### src/rtl/uart_rx_if.sv
// Serial receive port bundle: line and parity controls in, received byte and status pulses out.
interface uart_rx_if;
  logic       RX_IN;
  logic       PAR_EN;
  logic       PAR_TYP;
  logic [7:0] P_DATA;
  logic       DATA_VALID;
  logic       PAR_ERR;
  logic       STP_ERR;
  logic       Busy;

  modport slave (
    input  RX_IN, PAR_EN, PAR_TYP,
    output P_DATA, DATA_VALID, PAR_ERR, STP_ERR, Busy
  );

  modport master (
    output RX_IN, PAR_EN, PAR_TYP,
    input  P_DATA, DATA_VALID, PAR_ERR, STP_ERR, Busy
  );
endinterface

### src/rtl/uart_rx.sv
// UART frame receiver (start, 8 data LSB first, optional parity, stop). Status pulses land
// SYNC_STAGES+1 clocks after the stop-bit sample point; no backpressure, each frame reported once.
module uart_rx #(
  parameter int CLKS_PER_BIT = 1,
  parameter int SYNC_STAGES  = 2
) (
  input  logic     clk,
  input  logic     reset,
  uart_rx_if.slave bus
);

  localparam int CW  = (CLKS_PER_BIT > 1) ? $clog2(CLKS_PER_BIT) : 1;
  localparam int MID = CLKS_PER_BIT / 2;
  localparam logic [CW-1:0] CNT_MID  = CW'(MID);
  localparam logic [CW-1:0] CNT_LAST = CW'(CLKS_PER_BIT - 1);
  localparam logic [CW-1:0] CNT_ONE  = CW'(1);

  localparam logic [2:0] IDLE   = 3'd0;
  localparam logic [2:0] START  = 3'd1;
  localparam logic [2:0] DATA   = 3'd2;
  localparam logic [2:0] PARITY = 3'd3;
  localparam logic [2:0] STOP   = 3'd4;

  logic rx_s;

  generate
    if (SYNC_STAGES == 0) begin : g_nosync
      assign rx_s = bus.RX_IN;
    end else begin : g_sync
      logic [SYNC_STAGES-1:0] sync_q;
      always_ff @(posedge clk) begin
        if (reset) begin
          sync_q <= '1;
        end else begin
          sync_q[0] <= bus.RX_IN;
          for (int i = 1; i < SYNC_STAGES; i++) sync_q[i] <= sync_q[i-1];
        end
      end
      assign rx_s = sync_q[SYNC_STAGES-1];
    end
  endgenerate

  logic [2:0]    state_q, state_d;
  logic [CW-1:0] cnt_q, cnt_d;
  logic [2:0]    bit_idx_q, bit_idx_d;
  logic [7:0]    shreg_q, shreg_d;
  logic          par_en_q, par_en_d;
  logic          par_typ_q, par_typ_d;
  logic          pbit_q, pbit_d;
  logic          stop_q, stop_d;
  logic          done_q, done_d;
  logic [7:0]    p_data_q, p_data_d;
  logic          dv_q, dv_d;
  logic          pe_q, pe_d;
  logic          se_q, se_d;

  logic at_mid, bit_end, exp_par, par_bad;

  assign at_mid  = (cnt_q == CNT_MID);
  assign bit_end = (cnt_q == CNT_LAST);
  assign exp_par = par_typ_q ? (^shreg_q) : (~^shreg_q);
  assign par_bad = par_en_q & (pbit_q != exp_par);

  always_comb begin
    state_d   = state_q;
    cnt_d     = bit_end ? '0 : cnt_q + CNT_ONE;
    bit_idx_d = bit_idx_q;
    shreg_d   = shreg_q;
    par_en_d  = par_en_q;
    par_typ_d = par_typ_q;
    pbit_d    = pbit_q;
    stop_d    = stop_q;
    done_d    = 1'b0;

    case (state_q)
      IDLE: begin
        cnt_d     = '0;
        bit_idx_d = '0;
        if (!rx_s) begin
          par_en_d  = bus.PAR_EN;
          par_typ_d = bus.PAR_TYP;
          // The detection cycle is clock 0 of the start bit; one clock per bit skips START entirely.
          if (CLKS_PER_BIT == 1) begin
            state_d = DATA;
          end else begin
            state_d = START;
            cnt_d   = CNT_ONE;
          end
        end
      end
      START: begin
        if (at_mid && rx_s) begin
          state_d = IDLE;
          cnt_d   = '0;
        end else if (bit_end) begin
          state_d   = DATA;
          bit_idx_d = '0;
        end
      end
      DATA: begin
        if (at_mid) shreg_d[bit_idx_q] = rx_s;
        if (bit_end) begin
          if (bit_idx_q == 3'd7) begin
            bit_idx_d = '0;
            state_d   = par_en_q ? PARITY : STOP;
          end else begin
            bit_idx_d = bit_idx_q + 3'd1;
          end
        end
      end
      PARITY: begin
        if (at_mid) pbit_d = rx_s;
        if (bit_end) state_d = STOP;
      end
      STOP: begin
        // Leave at the sample point so a back-to-back start bit is caught on its first low clock.
        if (at_mid) begin
          stop_d  = rx_s;
          done_d  = 1'b1;
          state_d = IDLE;
          cnt_d   = '0;
        end
      end
      default: begin
        state_d = IDLE;
        cnt_d   = '0;
      end
    endcase
  end

  always_comb begin
    p_data_d = done_q ? shreg_q : p_data_q;
    pe_d     = done_q & par_bad;
    se_d     = done_q & ~stop_q;
    dv_d     = done_q & ~par_bad & stop_q;
  end

  always_ff @(posedge clk) begin
    if (reset) begin
      state_q   <= IDLE;
      cnt_q     <= '0;
      bit_idx_q <= '0;
      shreg_q   <= '0;
      par_en_q  <= 1'b0;
      par_typ_q <= 1'b0;
      pbit_q    <= 1'b0;
      stop_q    <= 1'b1;
      done_q    <= 1'b0;
      p_data_q  <= '0;
      dv_q      <= 1'b0;
      pe_q      <= 1'b0;
      se_q      <= 1'b0;
    end else begin
      state_q   <= state_d;
      cnt_q     <= cnt_d;
      bit_idx_q <= bit_idx_d;
      shreg_q   <= shreg_d;
      par_en_q  <= par_en_d;
      par_typ_q <= par_typ_d;
      pbit_q    <= pbit_d;
      stop_q    <= stop_d;
      done_q    <= done_d;
      p_data_q  <= p_data_d;
      dv_q      <= dv_d;
      pe_q      <= pe_d;
      se_q      <= se_d;
    end
  end

  assign bus.P_DATA     = p_data_q;
  assign bus.DATA_VALID = dv_q;
  assign bus.PAR_ERR    = pe_q;
  assign bus.STP_ERR    = se_q;
  assign bus.Busy       = (state_q != IDLE);

endmodule

### src/flat_wrapper.sv
// flat-port wrapper written by rule: the top's interface ports become plain ports
module uart_rx_flat 
#(
  parameter int CLKS_PER_BIT = 1,
  parameter int SYNC_STAGES  = 2
)
  (clk, reset, bus_RX_IN, bus_PAR_EN, bus_PAR_TYP, bus_P_DATA, bus_DATA_VALID, bus_PAR_ERR, bus_STP_ERR, bus_Busy);
  uart_rx_if bus_i ();
  input  logic clk;
  input  logic reset;
  input wire logic [$bits(bus_i.RX_IN)-1:0] bus_RX_IN;
  input wire logic [$bits(bus_i.PAR_EN)-1:0] bus_PAR_EN;
  input wire logic [$bits(bus_i.PAR_TYP)-1:0] bus_PAR_TYP;
  output wire logic [$bits(bus_i.P_DATA)-1:0] bus_P_DATA;
  output wire logic [$bits(bus_i.DATA_VALID)-1:0] bus_DATA_VALID;
  output wire logic [$bits(bus_i.PAR_ERR)-1:0] bus_PAR_ERR;
  output wire logic [$bits(bus_i.STP_ERR)-1:0] bus_STP_ERR;
  output wire logic [$bits(bus_i.Busy)-1:0] bus_Busy;
  assign bus_i.RX_IN = bus_RX_IN;
  assign bus_i.PAR_EN = bus_PAR_EN;
  assign bus_i.PAR_TYP = bus_PAR_TYP;
  assign bus_P_DATA = bus_i.P_DATA;
  assign bus_DATA_VALID = bus_i.DATA_VALID;
  assign bus_PAR_ERR = bus_i.PAR_ERR;
  assign bus_STP_ERR = bus_i.STP_ERR;
  assign bus_Busy = bus_i.Busy;
  uart_rx #(.CLKS_PER_BIT(CLKS_PER_BIT), .SYNC_STAGES(SYNC_STAGES)) u_core (.clk(clk), .reset(reset), .bus(bus_i));
endmodule
### config.mk
export PLATFORM = sky130hd
export DESIGN_NAME = uart_rx_flat
export DESIGN_NICKNAME = d
export VERILOG_FILES = /design/src/rtl/uart_rx_if.sv /design/src/rtl/uart_rx.sv /design/src/flat_wrapper.sv
export SDC_FILE = /design/constraint.sdc
export NUM_CORES = 1
export LEC_CHECK = 0
export BUFFER_PORTS_ARGS = -buffer_cell sky130_fd_sc_hd__buf_2
export CELL_PAD_IN_SITES_DETAIL_PLACEMENT = 1
export CELL_PAD_IN_SITES_GLOBAL_PLACEMENT = 1
export CORE_MARGIN = 3
export CORE_UTILIZATION = 38
export CTS_CLUSTER_SIZE = 40
export DETAILED_ROUTE_END_ITERATION = 10
export GPL_ROUTABILITY_DRIVEN = 0
export PLACE_DENSITY = 0.7
export SYNTH_ARGS = -nofsm -noshare
export SYNTH_HDL_FRONTEND = slang
export SYNTH_SLANG_ARGS = --single-unit
### constraint.sdc
create_clock -name clk -period 1.45 [get_ports clk]
set_input_delay 0.145 -clock clk [delete_from_list [all_inputs] [get_ports clk]]
set_output_delay 0.145 -clock clk [all_outputs]
set_load 0.01 [all_outputs]
==> run metrics, run 1 <==
Die Height 65.1 µm; Root Buffer clkbuf_4; die width 65.1 µm; Total GRT Usage 15.7%; worst vdd ir 515 µV; # rows 20; Yosys top cell area share 48.2%; initial antenna violation count 0; most frequent cells after synthesis 32 x dfxtp_1, 25 x nor2_1, 16 x mux2i_1, 9 x nand2_1, 7 x nand3_1; clock-pin slew of the registers on the worst-case setup and hold paths 0.11 ns; worst r2r dst u_core.state_q[0]; CTS tree built; DRT Pass-1 Iters 2; Post-synth EDFFs 0; syn nets 144; Post-Route WL 3100 µm; share of layout cells above drive strength 1 32.2%; Setup CP Type reg2reg; number of synthesized register bits 32; Power Density 987 nW/µm²; synth top area cells dfxtp_1 48%, mux2i_1 12%, nor2_1 7.1%; Top Ports 17; failing checks setup timing; sequential area share after synthesis 48.2%; post-synthesis cell type count 29; Rel. slew slack 66.4%; reg2reg start u_core.bit_idx_q[0]; maximum capacitance violations 0; DR DRC count 0; most common cell in the netlist dfxtp_1; Top FF cell, synth dfxtp_1; Setup crit end kind flip-flop; post-synth top area cell dfxtp_1; worst slew pin tran 0.503 ns; CTS Buf Count 5; Fmax 687 MHz; setup TNS -0.00542 ns; port bufs 16; total congestion overflow 0; asr flop ratio synth 0%; R2R Setup Slk -0.005 ns; number of DRC markers in iteration 0 38; H-tree Lvls 2; required time worst endpoint 1.69 ns; clk buf depth 2; Critical Path AT 1.70 ns; RSZ-0062 raised after global routing yes; post-route ant nets 0; Die ar. 4240 µm²; Hold Vio Cnt, Final 0; status finished, violations left; core area 3200 µm²; Synth Warn # 0; Syn Std Cell Area 1330 µm²; CP Max Fanout 3; DR WL/cell 14.4 µm; clock skew 0.0137 ns; worst hold path depth 3; Clk Latency, worst-skew pair 0.33 ns; Post-DP HPWL 2030 µm; Syn Inst Count 137; max-slew violations 0; fin crit period 1.46 ns; Final WS setup -0.00542 ns; synthesized area per cell 9.70 µm²; Final Cycle Share 100%; first-pass GRT wire length 5070 µm; n_diodes 0; HP Start bus_PAR_TYP; Worst R2R Path Depth 5; average vias per placed instance 4.88; Final nets 177; largest net degree at the start of global routing 29; Starting Density 41.5%; CP Launch Type flip-flop; Core Util, Final 53.0%; clock sink total 32; LEAKAGE 0.748 nW; final hold slack 0.0574 ns; Hold Path End u_core.par_typ_q; vias in the first global route 1107; Area growth syn-to-layout 27.8%; type of the tightest min-delay check in2reg; via count 1049; # setup viols final 1
-- flip-flops by register name, summed over array words and instances (netlist names) --
register,count
u_core.bus.DATA_VALID,1
u_core.stop_q,1
u_core.state_q,3
u_core.pbit_q,1
u_core.bus.P_DATA,8
u_core.shreg_q,8
u_core.par_typ_q,1
u_core.done_q,1
u_core.g_sync.sync_q,2
u_core.bus.STP_ERR,1
u_core.bus.PAR_ERR,1
u_core.bit_idx_q,3
u_core.par_en_q,1
-- cell usage in the layout, fill, tap and decap left out, types with 4 or more instances in the layout --
cell type,instances
nand2_1,9
xnor2_1,4
buf_4,13
mux2i_1,16
buf_2,16
clkbuf_4,5
nand3_1,6
nor2_1,25
dfxtp_1,27
a21oi_1,5
-- critical path, cell delays in order (launching register included) --
cell and delay (ns):
dfxtp_1 0.33, ha_1 0.19, ha_1 0.25, a211oi_2 0.26, a21oi_1 0.12, and3_1 0.21
-- kinds of logic after synthesis --
group	share of synthesized area, %
AND/OR/NAND/NOR	20.0
buffers and inverters	3.11
AO/OA/AOI/OAI	7.91
XOR/XNOR	6.87
multiplexers	12.1
flip-flops	48.2
adder cells (fa/ha/maj)	1.88
-- metal layers --
layer	vias to the layer above	global-route usage [%]	part of all wire, %
met5	-	0	0
met4	0	6.99	0.35
met3	2	3.93	3.4
met2	16	27.2	49
met1	499	18.4	47
li1	532	-	-
-- through the flow --
step	setup WS, ns	total power, W	cells	instance area, µm²
after floorplan	0.0491	0.000973	137	1330
after global placement	0.0806	0.00100	200	1510
after detailed placement	0.0130	0.00100	200	1510
after CTS	0.00151	0.00168	211	1620
after global routing	-0.0700	0.00176	215	1700
final	-0.00542	0.00168	215	1700
-- cell type report --
type / count / area (µm²)
fillers: 391 / 1510
multi-input cells: 95 / 678
flip-flops and latches: 32 / 652
repair buffers: 33 / 221
well taps: 44 / 55.1
clock inverters: 3 / 42.5
clock buffers: 5 / 37.5
inverters: 3 / 11.3
-- how the worst max path moves through the flow --
stage | startpoint | to | depth (start not counted)
after floorplan | u_core.bit_idx_q[0] | u_core.state_q[0] | 5
after global placement | u_core.shreg_q[1] | u_core.bus.DATA_VALID | 4
after detailed placement | u_core.bit_idx_q[0] | u_core.state_q[0] | 5
after CTS | u_core.shreg_q[1] | u_core.bus.DATA_VALID | 4
after global routing | u_core.bit_idx_q[0] | u_core.state_q[0] | 5
final | u_core.bit_idx_q[0] | u_core.state_q[0] | 5
-- what timing repair did --
action / 4_1_cts / 5_1_grt
hold endpoints to repair: 1 / 0
pin swaps: 1 / 5
buffers inserted: 4 / 4
resized for setup: 5 / 10
hold buffers: 1 / 0
setup endpoints to repair: 1 / 7
-- power by group --
group	internal, W	switching, W
combinational	0.0000524	0.0000526
sequential	0.000884	0.00000725
clock	0.000359	0.000320
total	0.00130	0.000380
Power figures use the tool's default switching activity.
==> inputs of run 2 (changes only) <==
--- a/config.mk
+++ b/config.mk
@@ -13,7 +13,7 @@
 export CTS_CLUSTER_SIZE = 40
 export DETAILED_ROUTE_END_ITERATION = 10
 export GPL_ROUTABILITY_DRIVEN = 0
-export PLACE_DENSITY = 0.7
+export PLACE_DENSITY = 0.78
 export SYNTH_ARGS = -nofsm -noshare
 export SYNTH_HDL_FRONTEND = slang
 export SYNTH_SLANG_ARGS = --single-unit
==> run 2 against run 1 <==
Effect of this change:
- the flow now finishes without violations
- clock skew down 0.0041 ns
- utilization fell by 3.5 points
- final cell count is 3.7% lower
- die area unchanged
- non-clock buffer count decreased by 7
- design area is 6.6% lower
- sequential share of layout area is 2.5 points higher
- critical path type unchanged
- largest power group unchanged
- highest routed layer unchanged
==> run metrics, run 2 (synthesis gave the netlist of run 1 again) <==
Final nets 170; Post-DP HPWL 2030 µm; met1 usage 17.2%; Clk network pwr share 32.1%; CP peak stage delay 0.41 ns; Total GRT Usage 15.8%; clock-pin slew of the registers on the worst-case setup and hold paths 0.10 ns; Final Cycle Share 96.3%; Rel. slew slack 67.9%; worst vdd ir 559 µV; max-slew violations 0; LEAKAGE 0.683 nW; Critical Path Slowest Stage Cell xnor3_1; type of the tightest min-delay check in2reg; clk buf depth 2; total congestion overflow 0; Power Density 913 nW/µm²; Clk Latency, worst-skew pair 0.33 ns; M3 GR Usage 5.64%; sw power 0.000340 W; required time worst endpoint 1.69 ns; initial antenna violation count 0; n_diodes 0; gr busiest metal met2; Setup crit end kind flip-flop; Post-Route WL 2740 µm; CTS tree built; most frequent cells in the layout 28 x dfxtp_1, 25 x nor2_1, 16 x mux2i_1, 16 x buf_2; Final WS setup 0.0543 ns; post-route ant nets 0; number of DRC markers in iteration 0 27; most common cell after layout, fill and taps aside dfxtp_1; crit path cell chain xnor2_2, xnor3_1, xnor2_1, o2111a_1; clock sink total 32; share of layout cells above drive strength 1 27.0%; Critical Path AT 1.63 ns; P_int 0.00111 W; DR DRC count 0; Die Height 65.1 µm; DRT Pass-1 Iters 4; CP Max Fanout 2; fin crit period 1.40 ns; fillcell total 393; Top delay family on crit path XOR/XNOR gates; Root Buffer clkbuf_4; M2 GR Usage 27.6%; CP Launch Type flip-flop; Setup CP Type reg2reg; maximum capacitance violations 0; Hold Vio Cnt, Final 0; H-tree Lvls 2; status finished clean; Non-Filler Instances 207; CTS Buf Count 5; Seq pwr share 61.8%; Fmax 716 MHz; Area growth syn-to-layout 19.4%; port bufs 16; RSZ-0062 raised after global routing yes; DP Cell Count 199; Die ar. 4240 µm²; Starting Density 41.5%; worst slew pin tran 0.481 ns; first-pass GRT wire length 4970 µm; via count 1035; DR WL/cell 13.2 µm; WP buf/inv 0; vias in the first global route 1083; average vias per placed instance 5.00; die width 65.1 µm; core area 3200 µm²; Net Sw Frac 23.5%; clock skew 0.00959 ns; largest net degree at the start of global routing 29; # setup viols final 0; # rows 20; pre-CTS setup slack 0.0367 ns; final hold slack 0.0458 ns; Top Ports 17; Logic pwr share 6.0%
run 2: cell type report:
| class | instances | area [µm²] | share of cell area, % |
|---|---|---|---|
| clock buffer | 6 | 41.3 | 2.60 |
| clock inverter | 1 | 5.00 | 0.315 |
| inverter | 3 | 11.3 | 0.710 |
| multi-input combinational | 95 | 668 | 42.1 |
| sequential | 32 | 648 | 40.9 |
| tap | 44 | 55.1 | 3.47 |
| timing repair buffer | 26 | 158 | 9.94 |
run 2: what timing repair did:
| action | in CTS | in global routing |
|---|---|---|
| setup buffers | 2 | 0 |
| endpoints found under the hold margin | 1 | 0 |
| cloned | 0 | 0 |
| setup endpoints to repair | 1 | 11 |
| resized for setup | 3 | 6 |
| hold buffers | 1 | 0 |
run 2: worst register-to-register path, cell delays in order (launching register included):
cell and delay (ns):
dfxtp_1 0.39, xnor2_2 0.12, xnor3_1 0.41, xnor2_1 0.15, o2111a_1 0.23
run 2: stage by stage:
step                      TNS, ns  area [µm²]  total power [W]  util [%]
after CTS                       0        1570          0.00147      49.0
after global placement          0        1500         0.000997      46.9
final                           0        1590          0.00145      49.5
after detailed placement        0        1500          0.00100      46.9
after floorplan                 0        1330         0.000973         -
after global routing      -0.0179        1590          0.00153      49.5
run 2: power groups by stage:
| stage | combinational, W | sequential (W) | clock, W |
|---|---|---|---|
| floorplan | 0.0000575 | 0.000915 | 0 |
| global placement | 0.0000822 | 0.000915 | 0 |
| detailed placement | 0.0000846 | 0.000916 | 0 |
| CTS | 0.0000871 | 0.000894 | 0.000488 |
| global route | 0.0000976 | 0.000897 | 0.000539 |
| finish | 0.0000875 | 0.000895 | 0.000465 |
run 2: metal layers:
metal  part of all wire [%]  wire length [µm]
met5                      0                 0
met4                    2.0                54
met3                    3.8               105
met2                     50              1370
met1                     44              1210
run 2: worst paths after layout:
check                          startpoint                      end  slack [ns]  cells after the start
setup / recovery         u_core.par_typ_q    u_core.bus.DATA_VALID        0.05                      4
hold reg to reg   u_core.g_sync.sync_q[0]  u_core.g_sync.sync_q[1]        0.42                      1
hold / removal                 bus_PAR_EN          u_core.par_en_q        0.05                      3
setup reg to reg         u_core.par_typ_q    u_core.bus.DATA_VALID        0.05                      4
